### src/rtl/dm_port_arbiter_pkg.sv
// Shared data-memory access definitions: op size encodings, requester port
// indices and the alignment rule used by the MEM stage and the load extender.
package dm_port_arbiter_pkg;

    typedef enum logic [1:0] {
        OP_WORD = 2'b00,
        OP_BYTE = 2'b01,
        OP_HALF = 2'b10,
        OP_NONE = 2'b11
    } mem_op_e;

    localparam logic PORT_CPU = 1'b0;
    localparam logic PORT_DMA = 1'b1;

    function automatic logic is_misaligned(input mem_op_e op, input logic [1:0] addr_lo);
        logic mis;
        mis = 1'b0;
        case (op)
            OP_WORD: mis = (addr_lo != 2'b00);
            OP_HALF: mis = addr_lo[0];
            default: mis = 1'b0;
        endcase
        return mis;
    endfunction

endpackage

### src/rtl/dm_lane_enc.sv
// Combinational byte-lane encoder: turns one access (op, low address, we,
// right-aligned data) into memory byte enables and lane-replicated store data.
module dm_lane_enc
    import dm_port_arbiter_pkg::*;
(
    input  mem_op_e     op_i,
    input  logic [1:0]  addr_lo_i,
    input  logic        we_i,
    input  logic [31:0] wdata_i,
    output logic [3:0]  byteen_o,
    output logic [31:0] lane_data_o,
    output logic        misaligned_o
);

    always_comb begin
        misaligned_o = is_misaligned(op_i, addr_lo_i);
        byteen_o     = 4'b0000;
        lane_data_o  = 32'h0;
        // Loads and rejected accesses leave the write lanes fully idle.
        if (we_i && !misaligned_o) begin
            case (op_i)
                OP_WORD: begin
                    byteen_o    = 4'b1111;
                    lane_data_o = wdata_i;
                end
                OP_BYTE: begin
                    byteen_o    = 4'b0001 << addr_lo_i;
                    lane_data_o = {4{wdata_i[7:0]}};
                end
                OP_HALF: begin
                    byteen_o    = addr_lo_i[1] ? 4'b1100 : 4'b0011;
                    lane_data_o = {2{wdata_i[15:0]}};
                end
                default: begin
                    byteen_o    = 4'b0000;
                    lane_data_o = 32'h0;
                end
            endcase
        end
    end

endmodule

### src/rtl/dm_port_arbiter.sv
// Two-port arbiter for the single synchronous data-memory port: fixed priority
// to the CPU, starvation escape for the DMA/debug loader, one-cycle completion.
module dm_port_arbiter
    import dm_port_arbiter_pkg::*;
#(
    parameter int unsigned STARVE_LIMIT = 4
) (
    input  logic        clk,
    input  logic        reset,
    input  logic [1:0]  req,
    input  logic [1:0]  we,
    input  logic [1:0]  op0,
    input  logic [1:0]  op1,
    input  logic [31:0] addr0,
    input  logic [31:0] addr1,
    input  logic [31:0] wdata0,
    input  logic [31:0] wdata1,
    output logic [1:0]  gnt,
    output logic [1:0]  ack,
    output logic [1:0]  err,
    output logic [31:0] rdata,
    output logic [31:0] m_data_addr,
    output logic [3:0]  m_data_byteen,
    output logic [31:0] m_data_wdata,
    input  logic [31:0] m_data_rdata
);

    localparam int unsigned CW = $clog2(STARVE_LIMIT + 1);

    logic [CW-1:0] cnt_q, cnt_d;
    logic          force_p1;
    logic [1:0]    ack_q, err_q;
    logic          rd_valid_q;

    mem_op_e       sel_op;
    logic          sel_we;
    logic [31:0]   sel_addr, sel_wdata;
    logic          granted;
    logic [3:0]    enc_byteen;
    logic [31:0]   enc_data;
    logic          enc_mis;

    assign force_p1 = (cnt_q == CW'(STARVE_LIMIT));

    always_comb begin
        gnt = 2'b00;
        if (force_p1 && req[PORT_DMA])  gnt[PORT_DMA] = 1'b1;
        else if (req[PORT_CPU])         gnt[PORT_CPU] = 1'b1;
        else if (req[PORT_DMA])         gnt[PORT_DMA] = 1'b1;
    end

    assign granted   = |gnt;
    assign sel_op    = gnt[PORT_DMA] ? mem_op_e'(op1) : mem_op_e'(op0);
    assign sel_we    = gnt[PORT_DMA] ? we[PORT_DMA]   : we[PORT_CPU];
    assign sel_addr  = gnt[PORT_DMA] ? addr1  : addr0;
    assign sel_wdata = gnt[PORT_DMA] ? wdata1 : wdata0;

    dm_lane_enc u_lane_enc (
        .op_i         (sel_op),
        .addr_lo_i    (sel_addr[1:0]),
        .we_i         (sel_we),
        .wdata_i      (sel_wdata),
        .byteen_o     (enc_byteen),
        .lane_data_o  (enc_data),
        .misaligned_o (enc_mis)
    );

    // A misaligned grant never reaches memory: address, enables and data stay zero.
    assign m_data_addr   = (granted && !enc_mis) ? {sel_addr[31:2], 2'b00} : 32'h0;
    assign m_data_byteen = granted ? enc_byteen : 4'b0000;
    assign m_data_wdata  = granted ? enc_data   : 32'h0;

    always_comb begin
        cnt_d = cnt_q;
        if (gnt[PORT_DMA] || !req[PORT_DMA]) cnt_d = '0;
        else if (!force_p1)                  cnt_d = cnt_q + CW'(1);
    end

    always_ff @(posedge clk) begin
        if (reset) begin
            cnt_q      <= '0;
            ack_q      <= 2'b00;
            err_q      <= 2'b00;
            rd_valid_q <= 1'b0;
        end else begin
            cnt_q      <= cnt_d;
            ack_q      <= gnt;
            err_q      <= enc_mis ? gnt : 2'b00;
            rd_valid_q <= granted && !sel_we && !enc_mis;
        end
    end

    assign ack = ack_q;
    assign err = err_q;
    // The memory holds its read word in its own output register, valid with the ack.
    assign rdata = rd_valid_q ? m_data_rdata : 32'h0;

endmodule

### config.mk
export PLATFORM = sky130hd
export DESIGN_NAME = dm_port_arbiter
export DESIGN_NICKNAME = d
export VERILOG_FILES = /design/src/rtl/dm_port_arbiter_pkg.sv /design/src/rtl/dm_lane_enc.sv /design/src/rtl/dm_port_arbiter.sv
export SDC_FILE = /design/constraint.sdc
export NUM_CORES = 1
export LEC_CHECK = 0
export ABC_AREA = 1
export CAP_MARGIN = 20
export CORE_AREA = 3 3 107 109
export CTS_CLUSTER_SIZE = 20
export DETAILED_ROUTE_END_ITERATION = 12
export DIE_AREA = 0 0 110 112
export PLACE_DENSITY = 0.73
export SETUP_SLACK_MARGIN = 0.2
export SYNTH_ARGS = -nofsm -noshare
export SYNTH_HDL_FRONTEND = slang
export SYNTH_SLANG_ARGS = --single-unit
### constraint.sdc
create_clock -name clk -period 1.76 [get_ports clk]
set_input_delay 0.264 -clock clk [delete_from_list [all_inputs] [get_ports clk]]
set_output_delay 0.264 -clock clk [all_outputs]
set_load 0.1 [all_outputs]
# [Yosys cells after proc, flatten, opt, wreduce, memory -nomap -nowiden]
# Index checks and enable logic that the tools add are counted.
# W data, S select, Z words.
[op_classes] addsub=1 n_eq_ne=3 shift=1 muxes=19 bitwise=1 n_reduce_logical=14
[ops] op="$mux W32" n=6
[ops] op="$pmux W32 S3" n=1
[ops] op="$mux W4" n=3
[ops] op="$pmux W4 S3" n=1
[ops] op="$mux W1" n=6
[ops] op="$reduce_or A2 Y1" n=3
[ops] op="$logic_and A1 B1 Y1" n=5
[ops] op="$shl A1 B2 Y4 const A" n=1
[ops] op="$add A3 B1 Y3 const B" n=1
[ops] op="$eq A3 B3 Y1 const B" n=1
[ops] op="$logic_not A1 Y1" n=3
[ops] op="$eq A2 B1 Y1 const B" n=1
[ops] op="$eq A2 B2 Y1 const B" n=1
[ops] op="$logic_not A2 Y1" n=1
[ops] op="$mux W2" n=1
[ops] op="$pmux W1 S2" n=1
[ops] op="$reduce_bool A2 Y1" n=1
[ops] op="$logic_or A1 B1 Y1" n=1
[ops] op="$not A1 Y1" n=1
[totals] reg_bits=8 input_bits=170 wordCells=43

# [Logic depth before layout (Yosys ltp)]
[depth] depth_word=10 mapped_depth=13

# [By module]
# From an unflattened synthesis, not the netlist that was laid out.
[unflattened] cells_unflattened=564 hier_area_um2=2662.6
[by_module_without_submodules] module="dm_port_arbiter" instances=1 cells_per_inst=413 area_per_inst_um2=1900.6
[by_module_without_submodules] module="dm_lane_enc" instances=1 cells_per_inst=151 area_per_inst_um2=762.0

# [Least setup slack after synthesis]
# No wires, ideal clock.
[synth_path] path_type="reg-to-output" from="reg cnt_q[0]" to="out m_data_addr[22]" arrival_time_ps=2873 required_ps=1496 path_slack_ps=-1377 stages_incl_launch_ff=12 path_buffers=3 cell_sequence="dfxtp_1 inv_1 ha_1 nand3_2 nand2_2 buf_4 buf_4 buf_4 nand2_1 nand2_1 inv_1 nor2_1"
[synth_between] elab_chain_cells=9 word_cells_on_any_way=14 classes_between="eq/ne (2); mux (6); reduce/logical (6)"
[synth_rtl] element="from (decl)" line_no="dm_port_arbiter.sv:30" source="logic [CW-1:0] cnt_q, cnt_d;"
[synth_rtl] element="from (signal assigned)" line_no="dm_port_arbiter.sv:86" source="cnt_q <= cnt_d;"
[synth_rtl] element="$eq A3 B3 Y1 *" line_no="dm_port_arbiter.sv:43" source="assign force_p1 = (cnt_q == CW'(STARVE_LIMIT));"
[synth_rtl] element="$logic_and A1 B1 Y1 *" line_no="dm_port_arbiter.sv:47" source="if (force_p1 && req[PORT_DMA]) gnt[PORT_DMA] = 1'b1;"
[synth_rtl] element="$mux W1 *" line_no="dm_port_arbiter.sv:47"
[synth_rtl] element="net gnt[1]" line_no="dm_port_arbiter.sv:18" source="output logic [1:0] gnt,"
[synth_rtl] element="$mux W2 / $mux W32 (equally long branches)" line_no="dm_port_arbiter.sv:53, dm_port_arbiter.sv:55"
[synth_rtl] element="$eq A2 B2 Y1 (tied with other cells)" line_no="dm_port_arbiter_pkg.sv:18" source="case (op)"
[synth_rtl] element="$pmux W1 S2" line_no="dm_port_arbiter_pkg.sv:18"
[synth_rtl] element="$logic_not A1 Y1" line_no="dm_port_arbiter.sv:69" source="assign m_data_addr = (granted && !enc_mis) ? {sel_addr[31:2], 2'b00} : 32'h0;"
[synth_rtl] element="$logic_and A1 B1 Y1" line_no="dm_port_arbiter.sv:69"
[synth_rtl] element="$mux W32 *" line_no="dm_port_arbiter.sv:69"
[synth_rtl] element="to (decl)" line_no="dm_port_arbiter.sv:22" source="output logic [31:0] m_data_addr,"
# Mark *: on every way through the listed nets, which the timed path passes. The rest lies on a longest branch.

# [Worst setup path after layout]
[layout_path] from="reg cnt_q[1]" to="out m_data_wdata[22]"
[layout_between] elab_chain_cells=10 word_cells_on_any_way=19 classes_between="eq/ne (3); mux (10); reduce/logical (6)"
[layout_rtl] element="$eq A3 B3 Y1 *" line_no="dm_port_arbiter.sv:43"
[layout_rtl] element="$logic_and A1 B1 Y1 *" line_no="dm_port_arbiter.sv:47"
[layout_rtl] element="$mux W1" line_no="dm_port_arbiter.sv:47"
[layout_rtl] element="$mux W2 / $mux W32 (equally long branches)" line_no="dm_port_arbiter.sv:53, dm_port_arbiter.sv:55"
[layout_rtl] element="$eq A2 B2 Y1 (tied with other cells)" line_no="dm_port_arbiter_pkg.sv:18, dm_lane_enc.sv:21"
[layout_rtl] element="$pmux W1 S2" line_no="dm_port_arbiter_pkg.sv:18"
[layout_rtl] element="$logic_not A1 Y1" line_no="dm_lane_enc.sv:20" source="if (we_i && !misaligned_o) begin"
[layout_rtl] element="$logic_and A1 B1 Y1" line_no="dm_lane_enc.sv:20"
[layout_rtl] element="$mux W32" line_no="dm_lane_enc.sv:20"
[layout_rtl] element="$mux W32 *" line_no="dm_port_arbiter.sv:71" source="assign m_data_wdata = granted ? enc_data : 32'h0;"
[layout_rtl] element="to (decl)" line_no="dm_port_arbiter.sv:24" source="output logic [31:0] m_data_wdata,"
# Every way passes the cells marked *; elsewhere a longest branch is shown, timed or not.

==> results.yml <==
floorplanning:
  placeableCoreArea_mm2: 0.01070
  dieArea_mm2: 0.01232
  die_w_um: 110
  pin_count: 276
  die_h_um: 112
  initial_utilization: 0.2490
  fp-row-count: 38
run_status:
  violations: "setup timing"
  status: "finished, violations left"
synth:
  yosys_register_bits: 8
  syn-cell-area_mm2: 0.002664
  syn_inst: 577
  synth_edf_count: 0
  synthArstFlopShare: 0
  yosysUniqueCellTypes: 26
  synthFlopType: "dfxtp_1"
  avgSynthCellArea_um2: 4.617
  ys_seq_area_frac: 0.06012
  synth_warnings: 0
drt:
  wl_um: 14890
  routedWlPerCell_um: 14.58
  avgViaCountPerCell: 4.347
  wl_met3_um: 1446
  drt-pass1-iter-count: 4
  ant_nets: 0
  drt-initial-drc-count: 153
  dr_wl_met2_um: 7861
  drc_errors: 0
  top_layer_used: "met4"
  num_vias: 4438
  wl_met1_um: 5178
hold_path:
  min_path_type: "reg -> reg"
  min-delay-start: "cnt_q[1]$_SDFFE_PP0P_"
  whs_path_depth: 3
  min_to: "cnt_q[1]$_SDFFE_PP0P_"
setup_path:
  required_ns: 1.50
  cp-start-kind: "flip-flop"
  worstPathArrival_ns: 2.18
  rr_startpoint: "cnt_q[1]$_SDFFE_PP0P_"
  cp_max_fo: 6
  r2r_slack_ns: 0.01
  r2r_end: "rd_valid_q$_SDFF_PP0_"
  ff2ff_path_depth: 13
  endpoint_kind: "output port"
  path_class: "reg -> out"
clock_tree:
  cts_buffers: 3
  cts_root_buf: "clkbuf_8"
  clk_latency_ns: 0.23
  h-tree-depth: 1
  cts_tree: "done"
  path_clk_slew_ns: 0.04
  clock-sinks: 8
  clockBufferDepth: 2
timing:
  rsz0062_at_grt: "yes"
  slew_violations: 0
  fin_skew_ns: 0.0003866
  whs_ns: 0.6398
  fin_tns_setup_ns: -41.77
  fmax_mhz: 409.4
  post-route-period-util: 1.388
  finalSetupViolCount: 68
  setup_slack_ns: -0.6823
  finalHoldViolations: 0
  min_period_ns: 2.442
power:
  p_leak_nw: 3.753
  pwr_density_cell_mw_per_mm2: 477.9
  peakVddDrop_v: 0.0002825
  p_total_mw: 3.680
place:
  placement.cell_area_mm2: 0.007288
  io_buffers: 273
  dp_cells: 1007
  place_ws_ns: -0.7759
  gp_congestion: 0.8796
  dp_hpwl_um: 12620
flow_run:
  drv_cap: 0
global_route:
  grt_pass1_vias: 4440
  antenna_found_initial: 1
  grt_max_degree: 33
  grt_pass1_wl_um: 22500
  overflow: 0
  track_usage: 0.2295
final_layout:
  area_growth_pct: 189.1
  multi_input_area_mm2: 0.002545
  post-route-util: 0.7199
  final_cells: 1021
  fillers: 826
  drive_gt1_frac: 0.3455
  nets: 1054
  seqCellArea_um2: 162.7
  fin_area_mm2: 0.007701
worst max-delay path by stage:
stage	from	end	slack, ns	cells past startpoint
detailed placement	req[1]	m_data_byteen[2]	-0.78	11
global placement	req[1]	m_data_byteen[2]	-0.74	10
floorplan	cnt_q[1]$_SDFFE_PP0P_	m_data_wdata[10]	-0.48	12
global route	cnt_q[1]$_SDFFE_PP0P_	m_data_addr[11]	-0.79	14
finish	cnt_q[1]$_SDFFE_PP0P_	m_data_wdata[22]	-0.68	11
CTS	cnt_q[0]$_SDFFE_PP0P_	m_data_wdata[10]	-0.61	12
cells by family (layout without fill, tap and decap cells):
group,count (synthesis),after routing,share of synthesized area
simple gates,420,420,0.6646
buf+inv,137,439,0.2381
flops,8,8,0.06012
compound gates,7,7,0.01973
fa+ha+maj,2,2,0.009393
xor+xnor,2,2,0.006577
other cells,1,3,0.001408
registers in the layout (all words and copies together) (netlist names):
signal / count
cnt_q: 3
rd_valid_q: 1
ack: 2
err: 2
cells in the final DEF (no fill, tap or decap), drive strengths merged:
| cell type | n |
|---|---|
| ha | 2 |
| clkdlybuf4s50 | 167 |
| a21oi | 3 |
| inv | 102 |
| buf | 163 |
| nor2 | 113 |
| diode | 1 |
| conb | 2 |
| clkinvlp | 1 |
| or2 | 1 |
| o211ai | 1 |
| nand3 | 55 |
| xor2 | 1 |
| dfxtp | 8 |
| xnor2 | 1 |
| nand2 | 249 |
| nor3 | 2 |
| o21ai | 3 |
| dlygate4sd2 | 2 |
| clkbuf | 4 |
synth_stat cells (2+ instances only):
library cell  number  area share
nand3_1           51       0.096
nor2_2            30       0.070
clkbuf_1           7      0.0099
nor2_1            83        0.12
buf_4             12       0.034
nand2_2            7       0.016
nand2_1          242        0.34
buf_6              9       0.038
nor3_1             2      0.0038
buf_2              6       0.011
nand3_2            3       0.011
inv_1            102        0.14
ha_1               2      0.0094
a21oi_1            2      0.0038
dfxtp_1            8       0.060
layout make-up:
class,instances,share of cell area
antenna,1,0.0003249
timing repair buffer,333,0.5693
sequential,8,0.02112
clock buffer,3,0.005361
tap,140,0.02275
multi-input combinational,433,0.3305
inverter,103,0.05069
what timing repair did:
action / in CTS / in global routing
endpoints found under the setup margin: 71 / 76
hold buffers: 0 / 0
pin swaps: 12 / 14
buffers inserted: 4 / 5
gates cloned: 0 / 1
gates resized for setup: 41 / 35
critical path, stage by stage, from the launching register on:
cell       delay (ns)
dfxtp_2          0.32
inv_2            0.07
ha_4             0.17
nand3_4          0.14
buf_6            0.16
nand3_2          0.06
nand2_2          0.08
a21oi_4          0.19
nand3_4          0.21
clkbuf_16        0.24
nor2_4           0.12
buf_12           0.18
power by group:
part / leakage, nW / internal [mW] / switching [mW]
combinational: 3.67 / 1.30 / 1.97
clock: 0.0216 / 0.148 / 0.0738
sequential: 0.0663 / 0.189 / 0.00282
per-layer routing:
layer	GRT usage	vias to the layer above
met2	0.4284	192
met4	0.07897	0
met3	0.05333	24
li1	-	2270
met1	0.2464	1952
met5	0	-
No activity file was read; power rests on OpenSTA's default activity.
